==> src/rtl/frame_capture_ctrl.sv <==
// frame_capture_ctrl: skips N vsync falling edges, then writes one frame of active pixels to a linear buffer.
// Optional FRAME_CAP_GEOM_CHECK_EN adds a sticky line-length / line-count check on the captured frame.
module frame_capture_ctrl #(
    parameter int IMG_HDISP = 640,
    parameter int IMG_VDISP = 480,
    parameter int ADDR_W    = 19
) (
    input  logic              clk,
    input  logic              rst_n,
    input  logic              video_vsync,
    input  logic              video_hsync,
    input  logic              video_de,
    input  logic [23:0]       video_data,
    input  logic              cap_start,
    input  logic [7:0]        cap_skip,
    output logic              cap_busy,
    output logic              cap_done,
    output logic              wr_en,
    output logic [ADDR_W-1:0] wr_addr,
    output logic [23:0]       wr_data,
    output logic [11:0]       frame_cnt,
    output logic              err_geom
);
    localparam logic [1:0] S_IDLE = 2'd0, S_ARM = 2'd1, S_CAP = 2'd2, S_DONE = 2'd3;
    localparam int N = IMG_HDISP * IMG_VDISP;

    logic [1:0]        state_q, state_d;
    logic              vsync_d1_q;
    logic [7:0]        skip_q, skip_d;
    logic [ADDR_W-1:0] pix_q, pix_d, wr_addr_q, wr_addr_d;
    logic [23:0]       wr_data_q, wr_data_d;
    logic              wr_en_q, wr_en_d, cap_done_q, cap_done_d;
    logic [11:0]       frame_cnt_q, frame_cnt_d;
    logic              fe, wr_now, unused_hsync;

    assign fe           = vsync_d1_q & ~video_vsync;
    // a boundary takes priority over de in the same cycle
    assign wr_now       = state_q == S_CAP && video_de && !fe;
    assign unused_hsync = video_hsync;

    always_comb begin
        state_d     = state_q;
        skip_d      = skip_q;
        pix_d       = pix_q;
        wr_addr_d   = wr_addr_q;
        wr_data_d   = wr_data_q;
        wr_en_d     = wr_now;
        cap_done_d  = state_q == S_DONE;
        frame_cnt_d = frame_cnt_q + 12'(fe);
        case (state_q)
            S_IDLE: if (cap_start) begin
                skip_d  = cap_skip;
                state_d = S_ARM;
            end
            S_ARM: if (fe) begin
                if (skip_q == 8'd0) begin
                    state_d = S_CAP;
                    pix_d   = '0;
                end else skip_d = skip_q - 8'd1;
            end
            S_CAP: if (fe) state_d = S_DONE;
            else if (video_de) begin
                wr_addr_d = pix_q;
                wr_data_d = video_data;
                state_d   = pix_q == ADDR_W'(N - 1) ? S_DONE : S_CAP;
                pix_d     = pix_q == ADDR_W'(N - 1) ? pix_q : pix_q + 1'b1;
            end
            default: state_d = S_IDLE;
        endcase
    end

    always_ff @(posedge clk or negedge rst_n) begin
        if (!rst_n) begin
            state_q     <= S_IDLE;
            vsync_d1_q  <= 1'b0;
            skip_q      <= '0;
            pix_q       <= '0;
            wr_addr_q   <= '0;
            wr_data_q   <= '0;
            wr_en_q     <= 1'b0;
            cap_done_q  <= 1'b0;
            frame_cnt_q <= '0;
        end else begin
            state_q     <= state_d;
            vsync_d1_q  <= video_vsync;
            skip_q      <= skip_d;
            pix_q       <= pix_d;
            wr_addr_q   <= wr_addr_d;
            wr_data_q   <= wr_data_d;
            wr_en_q     <= wr_en_d;
            cap_done_q  <= cap_done_d;
            frame_cnt_q <= frame_cnt_d;
        end
    end

    assign cap_busy  = state_q != S_IDLE;
    assign cap_done  = cap_done_q;
    assign wr_en     = wr_en_q;
    assign wr_addr   = wr_addr_q;
    assign wr_data   = wr_data_q;
    assign frame_cnt = frame_cnt_q;

`ifdef FRAME_CAP_GEOM_CHECK_EN
    logic [15:0] run_q, run_d, line_q, line_d;
    logic        err_q, err_d, end_run;

    // the last line's run closes in DONE, so DONE counts it as a finished line
    assign end_run = (state_q == S_CAP || state_q == S_DONE) && run_q != 16'd0 && !wr_now;

    always_comb begin
        run_d  = run_q;
        line_d = line_q;
        err_d  = err_q;
        if (state_q == S_IDLE && cap_start) err_d = 1'b0;
        if (state_q == S_ARM) begin
            run_d  = '0;
            line_d = '0;
        end
        if (wr_now) run_d = run_q + 16'd1;
        else if (end_run) begin
            run_d  = '0;
            line_d = line_q + 16'd1;
            if (run_q != 16'(IMG_HDISP)) err_d = 1'b1;
        end
        if (state_q == S_DONE && line_q + 16'(run_q != 16'd0) != 16'(IMG_VDISP)) err_d = 1'b1;
    end

    always_ff @(posedge clk or negedge rst_n) begin
        if (!rst_n) begin
            run_q  <= '0;
            line_q <= '0;
            err_q  <= 1'b0;
        end else begin
            run_q  <= run_d;
            line_q <= line_d;
            err_q  <= err_d;
        end
    end

    assign err_geom = err_q;
`else
    assign err_geom = 1'b0;
`endif
endmodule

==> config.mk <==
export PLATFORM = sky130hd
export DESIGN_NAME = frame_capture_ctrl
export DESIGN_NICKNAME = d
export VERILOG_FILES = /design/src/rtl/frame_capture_ctrl.sv
export SDC_FILE = /design/constraint.sdc
export NUM_CORES = 1
export LEC_CHECK = 0
export ABC_AREA = 1
export CORE_MARGIN = 10
export CORE_UTILIZATION = 45
export CTS_CLUSTER_SIZE = 12
export DETAILED_ROUTE_END_ITERATION = 7
export PLACE_DENSITY = 0.76
export SYNTH_ARGS = -nofsm -noshare
export SYNTH_HDL_FRONTEND = slang
export SYNTH_SLANG_ARGS = --single-unit
==> constraint.sdc <==
create_clock -name clk -period 1.6 [get_ports clk]
set_input_delay 0.32 -clock clk [delete_from_list [all_inputs] [get_ports clk]]
set_output_delay 0.32 -clock clk [all_outputs]
set_load 0.01 [all_outputs]
---- Yosys cells after proc, flatten, opt, wreduce, memory -nomap -nowiden ----
Index checks and enable logic that the tools add are counted.
W data, S select, Z words.
storage, ports and cells
  bits in registers ....................... 87
  input port bits ......................... 38
cells by class
  $add $sub $neg .......................... 3
  equality and inequality tests ........... 12
  multiplexer cells ....................... 17
  bitwise operators ....................... 3
  reduce and logical (&&, ||, !) cells .... 12
operators by type and width
  cell                     count
  $mux W19                 5
  $pmux W19 S2             1
  $mux W8                  3
  $add A19 B1 Y19 const B  1
  $eq A19 B19 Y1 const B   1
  $pmux W8 S2              1
  $ne A2 B2 Y1 const B     7
  $add A12 B1 Y12          1
  $mux W2                  5
  $logic_not A8 Y1         1
  $reduce_and A4 Y1        2
  $sub A8 B1 Y8 const B    1
  $pmux W2 S3              1
  $reduce_and A6 Y1        1
  $reduce_bool A2 Y1       3
  $eq A2 B2 Y1 const B     2
  $ne A3 B3 Y1 const B     1
  $reduce_and A3 Y1        1
  $eq A2 B1 Y1 const B     1
  $logic_and A1 B1 Y1      2
  $logic_not A2 Y1         1
  $not A1 Y1               2
  $and A1 B1 Y1            1
  $logic_not A1 Y1         1
  $mux W1                  1

---- Logic depth before layout (Yosys ltp) ----
Gate-level depths: netlist (run 1).
  word-level depth ........................ 5
  depth in mapped cells ................... 13
  gate-level depth less buffers ........... 11

---- Worst setup path after synthesis (run 1) ----
OpenSTA, ideal clock, no wires.
  path type ............................... input to register
  start ................................... input video_vsync
  end ..................................... register frame_cnt_q[10], in the netlist frame_cnt[10]
  library setup time ...................... 79 ps
  data arrival time ....................... 1602 ps
  required time ........................... 1521 ps
  slack ................................... -81 ps
  cell stages on the path ................. 10
  path buffers ............................ 0
  cells stage by stage .................... inv_1 nand2_1 inv_1 ha_1 ha_1 nand3_1 nor3_1 nand3_1 nor2_1 xor2_1
between the ends
  longest elaborated chain between the ends .. 3
ends and longest elaborated chain
  what                  RTL line  text
  from (decl)           10        input logic video_vsync,
  $not A1 Y1            36        assign fe = vsync_d1_q & ~video_vsync;
  $and A1 B1 Y1         36
  $add A12 B1 Y12       49        frame_cnt_d = frame_cnt_q + 12'(fe);
  via frame_cnt_d[10]   33        logic [11:0] frame_cnt_q, frame_cnt_d;
  to (signal assigned)  92        frame_cnt_q <= frame_cnt_d;
  to (decl)             33
The timed path passes the listed nets, and every way through them passes these cells.
A chain may end at the register's enable or synchronous reset.

---- Final worst setup path (run 1) ----
  start ................................... register state_q[1]
  end ..................................... register state_q[1]
between the ends
  longest elaborated chain between the ends .. 3
  elaborated cells on any way between the ends .. 9
  classes of those cells .................. eq/ne (6); mux (1); reduce/logical (2)
ends and longest elaborated chain
  what                                                           RTL line  text
  from (decl)                                                    27        logic [1:0] state_q, state_d;
  from (signal assigned)                                         84        state_q <= state_d;
  $eq A2 B2 Y1, or another cell as far along                     50        case (state_q)
  $ne A3 B3 Y1 (no line) / $ne A2 B2 Y1 (equally long branches)  -
  $reduce_and A4 Y1 (no line)                                    -
Parallel ways exist; a longest one is shown, timed or not.

==> out/metrics.yaml, run 1 <==
synth_common_cells: "nand2_1 (212), dfrtp_1 (87), nor2_1 (40)"
maxCapViolCount: 0
root_buffer: "clkbuf_8"
grt_max_degree: 35
rsz0062_at_grt: "yes"
fmax_mhz: 605
pwr-share-seq: 0.355
finalMaxSlewViolations: 0
switching_share: 0.395
dieArea_um2: 13600
fin_total_pwr_mw: 9.34
final.fill_count: 694
numPortBuffers: 94
hold_depth: 1
insertedDiodeCount: 0
skew_ns: 0.0110
yosysUniqueCellTypes: 31
drive_gt1_frac: 0.207
clock_sinks: 87
path_clk_slew_ns: 0.09
cellLeakagePower_nw: 3.41
path_delay_family: "flip-flops"
reg2reg_from: "state_q[1]"
io_pins: 97
critPathRequiredTime_ns: 1.85
worstSetupPathType: "reg -> reg"
yosysTopAreaCellShare: 0.517
power.density_nw_per_um2: 1490
ys_seq_elements: 87
path_cells: "buf_6, ha_4, inv_6, buf_4, nor2_1, a21oi_1, nand2_1, nor2_1, a21oi_1"
clockPowerShare: 0.166
hold_end: "vsync_d1_q"
setup_viol: 13
min_period_over_period: 1.03
p_int_mw: 5.65
synthesis.nets: 566
async_flop_share: 1.00
syn_to_final_growth_pct: 49.0
clock_path_buffers: 2
r2r-end: "state_q[1]"
ff2ff_setup_slack_ns: -0.05
die_h_um: 117
antenna_left: 0
drtIter0Drc: 295
yosysMostFrequentCell: "nand2_1"
grt_pass1_vias: 3950
ys.flop_type: "dfrtp_1"
start_kind: "flop"
antenna_found_initial: 0
cts_tree: "built"
grt_pass1_wl_um: 18700
cpPeakStageDelay_ns: 0.41
grt_usage: 0.169
worst-path-max-fanout: 9
rr_worst_depth: 9
syn-mean-instance-area_um2: 8.13
gp_congestion: 0.897
cts_max_level: 3
row_count: 35
syn-cell-area_um2: 4210
worstPathBufferInverterCount: 3
post-synth-top-area-cell: "dfrtp_1"
synth-edff-count: 0
peakVddDrop_mv: 0.765
multi_input_area_um2: 2010
area.sequential_um2: 2180
cts-buffers-inserted: 9
cp-end-kind: "flop"
status: "complete, but fails checks"
netlist_top_cells_area: "dfrtp_1 (52%), nand2_1 (19%), nor2_1 (3.6%)"
clk_latency_ns: 0.36
dr.pass1.iters: 4
routed_wirelength_um: 12000
p_comb_frac: 0.479
overflow: 0
hold_violations: 0
slowest_stage: "dfrtp_1"
avgRoutedWirePerCell_um: 15.3
crit_arrival_ns: 1.90
vias_per_cell: 5.00
core_um2: 9150
final_cell_area_um2: 6270
drc_errors: 0
hpwl_um: 7890
synth_cells: 518
violations: "negative setup slack"
hold_path.class: "in -> reg"
power_switching_mw: 3.69
start_util: 0.460
hold_start: "video_vsync"
fp.dieW_um: 117
fin_ws_ns: -0.0519
period_needed_ns: 1.65
place_area_um2: 5600
ys_seq_area_frac: 0.517
layout.nets: 716
yosysWarnings: 0
vias: 3919
power groups by stage:
stage / Combinational (mW) / Clock [mW] / Sequential, mW
6_report: 4.48 / 1.55 / 3.31
5_1_grt: 4.94 / 1.67 / 3.40
3_3_place_gp: 3.87 / 0 / 3.33
2_1_floorplan: 1.81 / 0 / 3.56
3_5_place_dp: 4.00 / 0 / 3.37
4_1_cts: 4.26 / 1.60 / 3.30
state kept, by name, summed over array words and instances (netlist names):
register / count
cap_done: 1
frame_cnt: 12
pix_q: 19
skip_q: 8
state_q: 2
vsync_d1_q: 1
wr_addr: 19
wr_data: 24
wr_en: 1
through the flow:
step | instances | hold slack, ns | utilization | TNS (ns) | worst slack, ns
finish | 784 | 0.0922 | 0.685 | -0.312 | -0.0519
global route | 784 | 0.103 | 0.685 | -2.86 | -0.175
CTS | 775 | 0.400 | 0.654 | -0.800 | -0.0602
detailed placement | 747 | 0.252 | 0.612 | -18.64 | -0.488
global placement | 747 | 0.251 | 0.612 | -15.92 | -0.418
floorplan | 518 | 0.0244 | - | -0.00126 | -0.00126
worst max path at each step:
| stage | start | to | slack [ns] | cells after the start |
|---|---|---|---|---|
| 3_3_place_gp | video_vsync | frame_cnt[10] | -0.42 | 11 |
| 6_report | state_q[1] | state_q[1] | -0.05 | 9 |
| 2_1_floorplan | state_q[0] | pix_q[17] | -0.001 | 13 |
| 3_5_place_dp | video_vsync | frame_cnt[10] | -0.49 | 11 |
| 5_1_grt | state_q[1] | state_q[1] | -0.18 | 9 |
| 4_1_cts | state_q[1] | pix_q[2] | -0.06 | 12 |
placed cells by master (no fill, tap or decap), types with 2 or more instances in the layout:
cell type and instances:
o21ai_0 21, buf_6 3, a21oi_1 4, xor2_1 17
nand2_2 13, nor3_1 2, nand2_1 199, buf_4 46
ha_1 5, o21ai_1 7, nor2_4 9, clkdlybuf4s50_1 36
nand3_2 5, dfrtp_1 87, buf_12 9, inv_1 33
nor2_2 3, clkbuf_8 9, nand2_4 3, dlymetal6s2s_1 24
clkinvlp_4 4, clkinv_4 2, ha_4 4, dlygate4sd2_1 32
nand3_4 3, nand4_1 5, xnor2_1 3, nand3_1 20
inv_6 2, nor2_1 34, o21ai_2 8, inv_2 6
cell families after synthesis:
group	count (synthesis)	synth area share
DFF	87	0.517
other	1	0.000891
buffers and inverters	59	0.0609
AOI/OAI and AO/OA	43	0.0568
adders and majority gates	10	0.0297
xor gates and xnor gates	20	0.0416
and+or+nand+nor	298	0.293
what timing repair did:
item                                   CTS  global route
gates resized for setup                 71            54
pin swaps                               11            17
setup buffers                           10             8
gates cloned                             2             2
setup endpoints to repair               99            88
hold buffers                             1             0
endpoints found under the hold margin   22             0
routing by layer:
metal  part of all wire  global-route usage
met5                  0                   0
met4              0.024              0.0544
met3              0.066              0.0488
met2               0.49               0.281
met1               0.42               0.206
area by class of cell:
cell class / instances / area share
multi-input combinational: 373 / 0.320
sequential: 87 / 0.347
clock inverter: 6 / 0.0112
tap: 111 / 0.0222
clock buffer: 10 / 0.0204
inverter: 43 / 0.0283
timing repair buffer: 154 / 0.251
No activity file was read; power rests on OpenSTA's default activity.
==> inputs of run 2 (changes only) <==
- CTS_CLUSTER_SIZE: 12 -> 24
==> results of run 2 <==
The final DEF is identical to that of run 1; final timing and power are the same.
